<file path="config.mk">
export PLATFORM = sky130hd
export DESIGN_NAME = axi_r_resp_arbiter_flat
export DESIGN_NICKNAME = d
export VERILOG_FILES = /design/src/rtl/axi_r_resp_arbiter_if.sv /design/src/rtl/axi_r_resp_arbiter.sv /design/src/flat_wrapper.sv
export SDC_FILE = /design/constraint.sdc
export NUM_CORES = 1
export LEC_CHECK = 0
export ABC_AREA = 1
export CORE_AREA = 3 3 122 124
export DETAILED_ROUTE_END_ITERATION = 6
export DIE_AREA = 0 0 125 127
export PLACE_DENSITY = 0.76
export SYNTH_ARGS = -nofsm -noshare
export SYNTH_HDL_FRONTEND = slang
export SYNTH_SLANG_ARGS = --single-unit
</file>
<file path="constraint.sdc">
create_clock -name clk_i -period 5.16 [get_ports clk_i]
set_input_delay 0.774 -clock clk_i [delete_from_list [all_inputs] [get_ports clk_i]]
set_output_delay 0.774 -clock clk_i [all_outputs]
set_load 0.02 [all_outputs]
</file>
<file path="src/rtl/axi_r_resp_arbiter_if.sv">
// rtl/axi_r_resp_arbiter_if.sv - R-channel bundle between slave-side channels and the master port
interface axi_r_resp_arbiter_if #(
  parameter int NUM_SLV    = 4,
  parameter int ID_WIDTH   = 16,
  parameter int DATA_WIDTH = 32,
  parameter int USER_WIDTH = 10
);
  logic [NUM_SLV-1:0]            slv_valid_i;
  logic [NUM_SLV*DATA_WIDTH-1:0] slv_data_i;
  logic [NUM_SLV*2-1:0]          slv_resp_i;
  logic [NUM_SLV*USER_WIDTH-1:0] slv_user_i;
  logic [NUM_SLV*ID_WIDTH-1:0]   slv_id_i;
  logic [NUM_SLV-1:0]            slv_last_i;
  logic [NUM_SLV-1:0]            slv_ready_o;
  logic                          mst_valid_o;
  logic [DATA_WIDTH-1:0]         mst_data_o;
  logic [1:0]                    mst_resp_o;
  logic [USER_WIDTH-1:0]         mst_user_o;
  logic [ID_WIDTH-1:0]           mst_id_o;
  logic                          mst_last_o;
  logic                          mst_ready_i;

  // slave: the arbiter's view; master: the surrounding fabric's view
  modport slave (
    input  slv_valid_i, slv_data_i, slv_resp_i, slv_user_i, slv_id_i, slv_last_i, mst_ready_i,
    output slv_ready_o, mst_valid_o, mst_data_o, mst_resp_o, mst_user_o, mst_id_o, mst_last_o
  );

  modport master (
    output slv_valid_i, slv_data_i, slv_resp_i, slv_user_i, slv_id_i, slv_last_i, mst_ready_i,
    input  slv_ready_o, mst_valid_o, mst_data_o, mst_resp_o, mst_user_o, mst_id_o, mst_last_o
  );
endinterface

</file>
<file path="src/rtl/axi_r_resp_arbiter.sv">
// rtl/axi_r_resp_arbiter.sv - round-robin per-burst merge of NUM_SLV AXI R channels, registered output
module axi_r_resp_arbiter #(
  parameter int NUM_SLV    = 4,
  parameter int IDX_W      = 2,
  parameter int ID_WIDTH   = 16,
  parameter int DATA_WIDTH = 32,
  parameter int USER_WIDTH = 10
) (
  input  logic                 clk_i,
  input  logic                 rst_ni,
  axi_r_resp_arbiter_if.slave  bus,
  output logic                 arb_locked_o,
  output logic [IDX_W-1:0]     arb_grant_o
);

  typedef enum logic {IDLE = 1'b0, LOCKED = 1'b1} state_e;

  state_e                state_q, state_d;
  logic [IDX_W-1:0]      rr_ptr_q, rr_ptr_d;
  logic [IDX_W-1:0]      grant_q, grant_d;
  logic [IDX_W-1:0]      sel;
  logic                  sel_found;
  logic                  can_load;
  logic                  accept;
  logic                  sel_last;
  logic [NUM_SLV-1:0]    slv_ready;

  logic                  mst_valid_q;
  logic [DATA_WIDTH-1:0] mst_data_q;
  logic [1:0]            mst_resp_q;
  logic [USER_WIDTH-1:0] mst_user_q;
  logic [ID_WIDTH-1:0]   mst_id_q;
  logic                  mst_last_q;

  function automatic logic [IDX_W-1:0] wrap_add(input logic [IDX_W-1:0] base, input int k);
    int t;
    t = int'(base) + k;
    if (t >= NUM_SLV) t = t - NUM_SLV;
    return IDX_W'(t);
  endfunction

  // Descending scan so the candidate closest to rr_ptr (smallest offset) wins.
  always_comb begin
    sel       = grant_q;
    sel_found = 1'b0;
    if (state_q == LOCKED) begin
      sel_found = 1'b1;
    end else begin
      for (int k = NUM_SLV - 1; k >= 0; k--) begin
        if (bus.slv_valid_i[wrap_add(rr_ptr_q, k)]) begin
          sel       = wrap_add(rr_ptr_q, k);
          sel_found = 1'b1;
        end
      end
    end
  end

  assign can_load = !mst_valid_q || bus.mst_ready_i;
  assign sel_last = bus.slv_last_i[sel];
  assign accept   = rst_ni && sel_found && bus.slv_valid_i[sel] && can_load;

  always_comb begin
    slv_ready = '0;
    if (rst_ni && sel_found) slv_ready[sel] = can_load;
  end

  always_comb begin
    state_d  = state_q;
    grant_d  = grant_q;
    rr_ptr_d = rr_ptr_q;
    if (accept) begin
      grant_d = sel;
      if (sel_last) begin
        state_d  = IDLE;
        rr_ptr_d = wrap_add(sel, 1);
      end else begin
        state_d = LOCKED;
      end
    end
  end

  always_ff @(posedge clk_i) begin
    if (!rst_ni) begin
      state_q     <= IDLE;
      rr_ptr_q    <= '0;
      grant_q     <= '0;
      mst_valid_q <= 1'b0;
      mst_data_q  <= '0;
      mst_resp_q  <= '0;
      mst_user_q  <= '0;
      mst_id_q    <= '0;
      mst_last_q  <= 1'b0;
    end else begin
      state_q  <= state_d;
      rr_ptr_q <= rr_ptr_d;
      grant_q  <= grant_d;
      if (accept) begin
        mst_valid_q <= 1'b1;
        mst_data_q  <= bus.slv_data_i[sel*DATA_WIDTH +: DATA_WIDTH];
        mst_resp_q  <= bus.slv_resp_i[sel*2 +: 2];
        mst_user_q  <= bus.slv_user_i[sel*USER_WIDTH +: USER_WIDTH];
        mst_id_q    <= bus.slv_id_i[sel*ID_WIDTH +: ID_WIDTH];
        mst_last_q  <= sel_last;
      end else if (bus.mst_ready_i) begin
        mst_valid_q <= 1'b0;
      end
    end
  end

  assign bus.slv_ready_o = slv_ready;
  assign bus.mst_valid_o = mst_valid_q;
  assign bus.mst_data_o  = mst_data_q;
  assign bus.mst_resp_o  = mst_resp_q;
  assign bus.mst_user_o  = mst_user_q;
  assign bus.mst_id_o    = mst_id_q;
  assign bus.mst_last_o  = mst_last_q;
  assign arb_locked_o    = (state_q == LOCKED);
  assign arb_grant_o     = grant_q;

endmodule

</file>
<file path="src/flat_wrapper.sv">
// flat-port wrapper written by rule: the top's interface ports become plain ports
module axi_r_resp_arbiter_flat 
#(
  parameter int NUM_SLV    = 4,
  parameter int IDX_W      = 2,
  parameter int ID_WIDTH   = 16,
  parameter int DATA_WIDTH = 32,
  parameter int USER_WIDTH = 10
)
  (clk_i, rst_ni, arb_locked_o, arb_grant_o, bus_slv_valid_i, bus_slv_data_i, bus_slv_resp_i, bus_slv_user_i, bus_slv_id_i, bus_slv_last_i, bus_mst_ready_i, bus_slv_ready_o, bus_mst_valid_o, bus_mst_data_o, bus_mst_resp_o, bus_mst_user_o, bus_mst_id_o, bus_mst_last_o);
  axi_r_resp_arbiter_if #(.NUM_SLV(NUM_SLV), .ID_WIDTH(ID_WIDTH), .DATA_WIDTH(DATA_WIDTH), .USER_WIDTH(USER_WIDTH)) bus_i ();
  input  logic clk_i;
  input  logic rst_ni;
  output logic arb_locked_o;
  output logic [IDX_W-1:0] arb_grant_o;
  input wire logic [$bits(bus_i.slv_valid_i)-1:0] bus_slv_valid_i;
  input wire logic [$bits(bus_i.slv_data_i)-1:0] bus_slv_data_i;
  input wire logic [$bits(bus_i.slv_resp_i)-1:0] bus_slv_resp_i;
  input wire logic [$bits(bus_i.slv_user_i)-1:0] bus_slv_user_i;
  input wire logic [$bits(bus_i.slv_id_i)-1:0] bus_slv_id_i;
  input wire logic [$bits(bus_i.slv_last_i)-1:0] bus_slv_last_i;
  input wire logic [$bits(bus_i.mst_ready_i)-1:0] bus_mst_ready_i;
  output wire logic [$bits(bus_i.slv_ready_o)-1:0] bus_slv_ready_o;
  output wire logic [$bits(bus_i.mst_valid_o)-1:0] bus_mst_valid_o;
  output wire logic [$bits(bus_i.mst_data_o)-1:0] bus_mst_data_o;
  output wire logic [$bits(bus_i.mst_resp_o)-1:0] bus_mst_resp_o;
  output wire logic [$bits(bus_i.mst_user_o)-1:0] bus_mst_user_o;
  output wire logic [$bits(bus_i.mst_id_o)-1:0] bus_mst_id_o;
  output wire logic [$bits(bus_i.mst_last_o)-1:0] bus_mst_last_o;
  assign bus_i.slv_valid_i = bus_slv_valid_i;
  assign bus_i.slv_data_i = bus_slv_data_i;
  assign bus_i.slv_resp_i = bus_slv_resp_i;
  assign bus_i.slv_user_i = bus_slv_user_i;
  assign bus_i.slv_id_i = bus_slv_id_i;
  assign bus_i.slv_last_i = bus_slv_last_i;
  assign bus_i.mst_ready_i = bus_mst_ready_i;
  assign bus_slv_ready_o = bus_i.slv_ready_o;
  assign bus_mst_valid_o = bus_i.mst_valid_o;
  assign bus_mst_data_o = bus_i.mst_data_o;
  assign bus_mst_resp_o = bus_i.mst_resp_o;
  assign bus_mst_user_o = bus_i.mst_user_o;
  assign bus_mst_id_o = bus_i.mst_id_o;
  assign bus_mst_last_o = bus_i.mst_last_o;
  axi_r_resp_arbiter #(.NUM_SLV(NUM_SLV), .IDX_W(IDX_W), .ID_WIDTH(ID_WIDTH), .DATA_WIDTH(DATA_WIDTH), .USER_WIDTH(USER_WIDTH)) u_core (.clk_i(clk_i), .rst_ni(rst_ni), .bus(bus_i), .arb_locked_o(arb_locked_o), .arb_grant_o(arb_grant_o));
endmodule
</file>
==> metrics.txt <==
P per Cell Area=594.5 nW/um^2; Hold Slack=0.4412 ns; syn_nets=about 1,100; Slew Limit Fails=0; Crit path required time=4.39 ns; gr ovfl total=0; initial antenna violation count=0; CP Max Fanout=80; Longest Clk Path Bufs=2; Final min period=roughly 4.2 ns; io pins=320; H-tree levels=3; NumNets Final=approximately 1,400; syn avg cell area=5.908 um^2; drt drc=0; TritonCTS clock tree=built; critical path arrival=3.40 ns; run status=finished, final reports clean; YS warnings=0; startpoint type of the worst setup path=input pin; Most Frequent Cell on Critical Path=nand2_1; Final Hold Violating Endpoints=0; RSZ-0062 raised after global routing=false; Max Cap Violations=0; total area of sequential cells=about 1300 um^2; clock-pin slew on the worst setup and hold paths=0.05 ns; Final Wtd Congestion=just under 0.9; Crit Path Category=in2out; CP Capture Type=primary output; Post-CTS Resized=0; PortBufs=~320; wire length per cell=roughly 14 um; fin crit share=0.8084; CTS buffer count=9; Post-Syn Area=around 5000 um^2; Max-slew headroom=0.5505; post-route ant nets=0; Fill cells=between 1,000 and 1,500; CTS sink count=between 60 and 70; final setup vio count=0; Cell Rows=between 40 and 50; largest net degree at the start of global routing=~170; WP depth=17; n_diodes=0; dpl ws=between 1 and 1.5 ns; worst min path class=reg2reg; Yosys top cell area share=0.2655; Die X=125 um; post-synthesis register bit count=67; Chip Height=approximately 130 um; Vias=6,191; Syn Inst Count=around 860; Final Core Density=0.6065; Layout Skew=~0.0075 ns; Pleak=approximately 0.0038 uW; Setup TNS=0 ns; first drt pass iteration count=4; Max stage delay on crit path=about 0.60 ns; setup bufs post-CTS=0; Setup WS post-layout=0.9889 ns; Slew @ Worst Pin=~0.67 ns; starting density of the core=0.3639; Worst path slowest cell=clkdlybuf4s50_1; vias per cell=roughly 4.7; Die Footprint=approximately 16,000 um^2; share of post-route cells with drive strength above 1=0.03081; vias in the first global route=about 5,400; Seq/Total Area, Yosys=0.2655; CP Cell Sequence=clkdlybuf4s50_1, nand2_1, nand2_1, nand2_1, nand2_1, nand2_1, nand3_1, nand2_1, nand2_1, nand2_1, nand2_4, nand2_8, inv_1, ha_1, nand2_1, nor2_1, clkdlybuf4s50_1; Post-DP HPWL=between 10,000 and 15,000 um; Worst Path Buf+Inv=3; cell family with most CP delay=buffers and inverters; Peak Freq=around 240 MHz; initial detailed-routing violation count=286; Synth area leaders=dfxtp_1 27%, a21oi_1 18%, inv_1 15%; Clock Latency Late Sink=~0.33 ns; GRT Total Usage=0.2080; core area=between 10,000 and 15,000 um^2; Area Growth Syn to Fin=66.68%; Synth cell types=20; first-pass GRT wire length=about 27,000 um; WHS Path Cells=2; area of the multi-input gates=roughly 2500 um^2; final WL=17,770 um; reg2reg path depth=18; cell accounting for the most synthesized area=dfxtp_1; CTS Hold Bufs=0; VDD IR-drop max=~0.0006 V; Root Driver=clkbuf_16
[power by group]
part	internal [uW]	leakage [uW]	switching [uW]
sequential	775	0.000552	148
combinational	1360	0.00309	2150
clock	350	0.000137	219
total	2490	0.00378	2520
[worst register-to-register path, delay by kind of cell, from the launching register on]
kind,cells,cell delay (ns)
flops,1,0.58
simple gates,12,1.19
buf+inv,2,0.60
compound gates,4,0.66
[routing by layer]
metal	GRT usage	wire (um)
met5	0	0
met4	0.07462	407
met3	0.06438	1584
met2	0.3705	8478
met1	0.2352	7299
[area by class of cell]
| type | instances | area share |
|---|---|---|
| inverters | 203 | 0.09050 |
| multi-input cells | 523 | 0.3021 |
| well taps | 180 | 0.02675 |
| repair buffers | 327 | 0.3888 |
| clock buffers | 14 | 0.03136 |
| flip-flops and latches | 67 | 0.1593 |
| clock inverters | 2 | 0.001189 |
[sequential cells by signal (all words and copies together), names as in the netlist]
register / count
u_core.rr_ptr_q: 2
u_core.arb_locked_o: 1
u_core.bus.mst_last_o: 1
u_core.arb_grant_o: 2
u_core.bus.mst_id_o: 16
u_core.bus.mst_data_o: 32
u_core.bus.mst_user_o: 10
u_core.bus.mst_resp_o: 2
u_core.bus.mst_valid_o: 1
[Yosys cell counts, drive strengths merged]
cell / number
o21ai: 182
a21oi: 187
inv: 203
nor2: 14
clkbuf: 19
nand2: 118
ha: 4
dfxtp: 67
nand3: 17
nand4: 1
buf: 43
[per-stage QoR]
step                area (um^2)  instances  total power [uW]
floorplan                  5051        855              3494
global placement           8145       1300              4431
detailed placement         8145       1300              4460
CTS                        8419       1316              5047
global route               8419       1316              5512
finish                     8419       1316              5005
[cell families after synthesis]
logic type,count (synthesis),synth area share
AO/OA/AOI/OAI,369,0.3678
adder cells (fa/ha/maj),4,0.009909
buffers and inverters,265,0.2346
flip-flops,67,0.2655
AND/OR/NAND/NOR,150,0.1221
[cells in the final DEF, fill, tap and decap left out]
master	instances
a21oi_1	184
nand4_1	1
nand3_2	1
buf_12	2
buf_2	1
buf_4	6
nand2_8	1
clkbuf_8	2
clkinv_2	2
clkdlybuf4s50_1	318
nand2_1	113
a21oi_2	3
nand3_1	15
o21ai_0	124
ha_1	4
nand2_4	1
inv_2	3
dfxtp_1	67
nand3_4	1
o21ai_1	58
clkbuf_1	3
nand2_2	3
inv_1	200
clkbuf_16	9
nor2_1	14
[final timing paths]
check / start / to / slack [ns]
worst min-delay path: u_core.bus.mst_user_o[9]$_SDFFE_PN0P_ / u_core.bus.mst_user_o[9]$_SDFFE_PN0P_ / 0.44
worst max-delay path: bus_slv_valid_i[0] / bus_slv_ready_o[2] / 0.99
worst max register to register: u_core.rr_ptr_q[0]$_SDFFE_PN0P_ / u_core.bus.mst_data_o[6]$_SDFFE_PN0P_ / 2.01
worst min register to register: u_core.bus.mst_user_o[9]$_SDFFE_PN0P_ / u_core.bus.mst_user_o[9]$_SDFFE_PN0P_ / 0.44
(Power assumes the default switching activity.)
